$ cat src/rtl/mem_req_arbiter.sv
// rtl/mem_req_arbiter.sv - two-port request arbiter and chip-select handshake adapter for the PSRAM controller
//
// Purpose:
//   Arbitrates byte read/write requests from port A (video/DMA, high priority)
//   and port B (CPU), drives one controller transaction at a time through the
//   controller's active-low, edge-triggered chip-select handshake, and returns
//   read data plus a one-cycle completion pulse to the owning port.
//
// Ports:
//   i_clkRAM, reset                 clock and synchronous active-high reset
//   i_reqX/i_weX/i_addrX/i_bankX/
//   i_wdataX                        request fields from port X (A or B), held until o_doneX
//   o_doneA, o_doneB                one-cycle completion pulses
//   o_rdata                         read data, valid with the done pulse
//   o_timeout                       sticky: controller never acknowledged a chip-select pulse
//   o_cs/o_write/o_address/
//   o_bank/o_dataToWrite            controller request interface (o_cs active low)
//   i_busy, i_dataRead              controller status and read data
module mem_req_arbiter #(
  parameter int ACK_TIMEOUT  = 16,
  parameter int STARVE_LIMIT = 2
) (
  input  logic        i_clkRAM,
  input  logic        reset,
  input  logic        i_reqA,
  input  logic        i_weA,
  input  logic [23:0] i_addrA,
  input  logic        i_bankA,
  input  logic [7:0]  i_wdataA,
  output logic        o_doneA,
  input  logic        i_reqB,
  input  logic        i_weB,
  input  logic [23:0] i_addrB,
  input  logic        i_bankB,
  input  logic [7:0]  i_wdataB,
  output logic        o_doneB,
  output logic [7:0]  o_rdata,
  output logic        o_timeout,
  output logic        o_cs,
  output logic        o_write,
  output logic [23:0] o_address,
  output logic        o_bank,
  output logic [7:0]  o_dataToWrite,
  input  logic        i_busy,
  input  logic [7:0]  i_dataRead
);

  localparam int AW = (ACK_TIMEOUT  > 1) ? $clog2(ACK_TIMEOUT + 1)  : 1;
  localparam int SW = (STARVE_LIMIT > 1) ? $clog2(STARVE_LIMIT + 1) : 1;

  typedef enum logic [2:0] {
    S_IDLE,
    S_ISSUE,
    S_WAIT_ACK,
    S_WAIT_DONE,
    S_RESPOND
  } state_t;

  state_t        state, state_nxt;
  logic [AW-1:0] ack_cnt;
  logic [SW-1:0] starve_cnt;
  logic          owner_b;

  logic grant;
  logic grant_b;
  logic ack_expired;
  logic finish;

  always_comb begin
    // B wins when it is the only requester, or when A has had its run.
    grant_b     = i_reqB & (~i_reqA | (starve_cnt == SW'(STARVE_LIMIT)));
    // A done pulse may still be on the wire in IDLE (timeout path); holding
    // off the grant for that cycle stops the finished request from being
    // re-issued before the requester has had a chance to drop it.
    grant       = (state == S_IDLE) & (i_reqA | i_reqB) & ~i_busy
                  & ~o_doneA & ~o_doneB;
    // Expiry wins over a same-cycle busy change.
    ack_expired = (state == S_WAIT_ACK) & (ack_cnt == AW'(ACK_TIMEOUT - 1));
    // Completion is busy falling after it was seen high; the controller's
    // own data-ready flag is sticky and deliberately ignored.
    finish      = (state == S_WAIT_DONE) & ~i_busy;
  end

  always_comb begin
    state_nxt = state;
    case (state)
      S_IDLE: begin
        if (grant) state_nxt = S_ISSUE;
      end
      S_ISSUE: begin
        state_nxt = S_WAIT_ACK;
      end
      S_WAIT_ACK: begin
        if (ack_expired) state_nxt = S_IDLE;
        else if (i_busy) state_nxt = S_WAIT_DONE;
      end
      S_WAIT_DONE: begin
        if (finish) state_nxt = S_RESPOND;
      end
      S_RESPOND: begin
        state_nxt = S_IDLE;
      end
      default: begin
        state_nxt = S_IDLE;
      end
    endcase
  end

  always_ff @(posedge i_clkRAM) begin
    if (reset) begin
      state         <= S_IDLE;
      ack_cnt       <= '0;
      starve_cnt    <= '0;
      owner_b       <= 1'b0;
      o_cs          <= 1'b1;
      o_write       <= 1'b0;
      o_address     <= '0;
      o_bank        <= 1'b0;
      o_dataToWrite <= '0;
      o_rdata       <= '0;
      o_doneA       <= 1'b0;
      o_doneB       <= 1'b0;
      o_timeout     <= 1'b0;
    end else begin
      state <= state_nxt;
      // Registered so the chip-select edge is glitch-free.
      o_cs  <= (state_nxt != S_ISSUE);

      if (state == S_WAIT_ACK) ack_cnt <= ack_cnt + 1'b1;
      else                     ack_cnt <= '0;

      if (!i_reqB)    starve_cnt <= '0;
      else if (grant) starve_cnt <= grant_b ? '0 : starve_cnt + 1'b1;

      if (grant) begin
        owner_b       <= grant_b;
        o_write       <= grant_b ? i_weB    : i_weA;
        o_address     <= grant_b ? i_addrB  : i_addrA;
        o_bank        <= grant_b ? i_bankB  : i_bankA;
        o_dataToWrite <= grant_b ? i_wdataB : i_wdataA;
      end

      o_doneA <= (finish | ack_expired) & ~owner_b;
      o_doneB <= (finish | ack_expired) &  owner_b;

      if (ack_expired)          o_timeout <= 1'b1;
      if (finish && !o_write)   o_rdata   <= i_dataRead;
    end
  end

endmodule

$ cat config.mk
export PLATFORM = sky130hd
export DESIGN_NAME = mem_req_arbiter
export DESIGN_NICKNAME = d
export VERILOG_FILES = /design/src/rtl/mem_req_arbiter.sv
export SDC_FILE = /design/constraint.sdc
export NUM_CORES = 1
export LEC_CHECK = 0
export CORE_ASPECT_RATIO = 1.75
export CORE_MARGIN = 10
export CORE_UTILIZATION = 30
export CTS_CLUSTER_DIAMETER = 50
export DETAILED_ROUTE_END_ITERATION = 16
export HOLD_SLACK_MARGIN = 0.15
export MAX_ROUTING_LAYER = met4
export PLACE_DENSITY_LB_ADDON = 0.12
export SYNTH_ARGS = -nofsm -noshare
export SYNTH_HDL_FRONTEND = slang
export SYNTH_SLANG_ARGS = --single-unit
$ cat constraint.sdc
create_clock -name i_clkRAM -period 2.82 [get_ports i_clkRAM]
set_clock_uncertainty 0.2 [all_clocks]
set_input_delay 0.564 -clock i_clkRAM [delete_from_list [all_inputs] [get_ports i_clkRAM]]
set_output_delay 0.564 -clock i_clkRAM [all_outputs]
set_load 0.02 [all_outputs]
==> flow_summary_export.csv <==
group,metric,value,unit
run_status,status,"complete, no violations",
critical_path,critical_path_buf_inv_count,1,
power,p_comb_share,17.9,%
routing,ant_nets,0,
power,switchingPower,640.2,uW
layout,area_growth,72.20,%
layout,nFillCells,720,
routing,drc_errors,0,
synth,ys_warn_count,0,
power,power_frac_clock,49.0,%
routing,avgViaCountPerCell,4.851,
sta,finalSetupViolations,0,
routing,routed_wl,8.295,mm
routing,wl_per_cell,16.66,um
floorplanning,die_width,86.96,um
synth,syn_nets,365,
floorplanning,die_area,11930,sq um
clock_tree,clk_latency,0.33,ns
sta,slew_headroom,60.92,%
layout,final_cell_mix,"clkdlybuf4s50_1, dfxtp_1, nor2_1, nand2_1, a21oi_1",
synth,synth_cells,281,
layout,n_antenna_cell,0,
global_route,grt-ovfl-total,0,
routing,route.met3.wl,529,um
sta,hold_viol_final,0,
clock_tree,clk_pin_slew,0.05,ns
synth,avgSynthCellArea,8.375,sq um
synth,yosysTopAreaCell,"dfxtp_1",
critical_path,arrival,1.41,ns
clock_tree,cts.htree.levels,3,
routing,routed-via-count,2416,
synth,synth_edf_count,0,
hold_path,hold_path_class,"flop to flop",
global_route,antenna_found_initial,0,
power,switching_share,23.68,%
floorplanning,die_h,137.2,um
critical_path,crit_chain,"clkdlybuf4s50_1",
sta,worstMarginPinSlew,0.5715,ns
layout,final_core_util,53.19,%
clock_tree,cts_tree,"done",
power,leakagePower,0.001478,uW
critical_path,worst_path_dominant_cell_family,"buffers and inverters",
floorplanning,io_pins,127,
routing,firstDrtPassIters,4,
critical_path,cp-end-kind,"primary output",
flow_run,maxCapViolCount,0,
floorplanning,core,7620,sq um
layout,drive_above_1_share,6.341,%
critical_path,critPathKind,"flop to primary output",
global_route,grt_util_all_layers,14.18,%
routing,dr.first_iter.drc_count,73,
layout,layout_commonest_cell,"clkdlybuf4s50_1",
clock_tree,postCtsSetupBuffers,0,
power,cell_internal_pwr,2064,uW
clock_tree,cts_root_buffer,"clkbuf_16",
critical_path,critPathMaxFanout,3,
synth,ys_ff_latch,57,
clock_tree,postCtsResizedCells,0,
synth,synth-async-reset-ratio,0,%
floorplanning,rows,42,
placement,portBuffers,126,
sta,fin_crit,2.171,ns
sta,rsz0062_at_grt,"false",
routing,top_layer,"met4",
global_route,grt_pass1_wl,12.71,mm
sta,post-route-period-util,76.99,%
clock_tree,cts_buffers,9,
sta,finalSetupTns,0,ns
clock_tree,hold_buffers,0,
routing,met1_length,3.188,mm
critical_path,cpMaxStageDelayCell,"clkdlybuf4s50_1",
critical_path,cp-start-kind,"flop",
placement,hpwlAfterDp,6.068,mm
global_route,grt_max_degree,31,
synth,synth_seq_area_share,48.48,%
sta,drv_slew,0,
power,cellPowerDensity,667.3,nW/um^2
clock_tree,clkSinkCount,57,
power,pwr-share-seq,33.2,%
synth,synth_top_area_share,48.48,%
critical_path,slowest_delay,0.67,ns
floorplanning,start_util,30.89,%
sta,fmaxAchievable,0.4606,GHz
critical_path,crit_required,2.06,ns
synth,ys_types,26,
synth,ys.flop_type,"dfxtp_1",
layout,final_nets,489,
synth,synthTopCellsByArea,"dfxtp_1, a211oi_1, nor2_1, a21oi_1, nand2_1",
synth,syn-cell-area,2354,sq um
power,irDropWorstVdd,0.4075,mV
global_route,grt_pass1_vias,2461,
routing,wl_met2,4.427,mm
placement,gp_congestion,0.7400,
clock_tree,cts_buffer_depth,2,
power groups by stage:
stage | clock network, uW | registers, uW | logic (uW)
after floorplan | 0 | 974 | 160
after global placement | 0 | 910 | 486
after detailed placement | 0 | 912 | 489
after CTS | 1350 | 896 | 491
after global routing | 1380 | 904 | 523
final | 1320 | 897 | 483
registers in the layout, indices dropped and copies added, names as in the netlist, 2 cells and up:
signal         flops
starve_cnt         2
ack_cnt            5
state              3
o_address         24
o_rdata            8
o_dataToWrite      8
logic make-up (layout without fill, tap and decap cells):
logic type                 Yosys count  in the layout  synth area share (%)
and+or+nand+nor                    107            107                 19.67
xor gates and xnor gates             2              2                0.7444
muxes                                8              8                 3.403
DFF                                 57             57                 48.48
adders and majority gates            3              3                 1.595
buffers and inverters               27            156                 5.157
AOI/OAI and AO/OA                   77             77                 20.95
stage by stage:
stage	instances	instance area [sq um]	power, uW	hold WS, ns	setup WS (ns)
2_1_floorplan	281	2354	1134	0.2176	0.9723
3_3_place_gp	482	3694	1397	0.2312	0.3885
3_5_place_dp	482	3694	1401	0.2429	0.3508
4_1_cts	498	4053	2741	0.2499	0.6151
5_1_grt	498	4053	2806	0.2772	0.5841
6_report	498	4053	2704	0.2477	0.6488
worst paths after layout:
check                              startpoint            end  slack [ns]  cells after the start
worst min register to register  starve_cnt[0]  starve_cnt[0]        0.25                      2
worst max register to register     ack_cnt[0]        o_doneA        0.86                      5
worst max-delay path                  o_write        o_write        0.65                      1
worst min-delay path            starve_cnt[0]  starve_cnt[0]        0.25                      2
final cells by class:
class | instances | area, sq um | share of cell area, %
repair buffers | 134 | 1329 | 32.79
multi-input cells | 197 | 1091 | 26.92
clock buffers | 10 | 229.0 | 5.650
well taps | 88 | 110.1 | 2.717
flip-flops and latches | 57 | 1141 | 28.16
inverters | 6 | 22.52 | 0.5557
clock inverters | 6 | 130.1 | 3.211
routing by layer:
layer / global-route usage [%] / vias to the layer above
met5: - / -
met4: 7.776 / 0
met3: 4.140 / 12
met2: 23.96 / 76
met1: 14.23 / 1109
li1: - / 1219
cells in the mapped netlist, types with 2 or more instances:
library cell / number
nand2b_1: 5
inv_1: 6
clkbuf_1: 13
nand2_1: 41
dfxtp_1: 57
nor2_1: 51
a2111oi_0: 3
buf_2: 4
buf_4: 4
or3_1: 2
nand3_1: 2
a21oi_1: 37
a211oi_1: 34
mux2i_1: 8
ha_1: 3
Power figures use the tool's default switching activity.
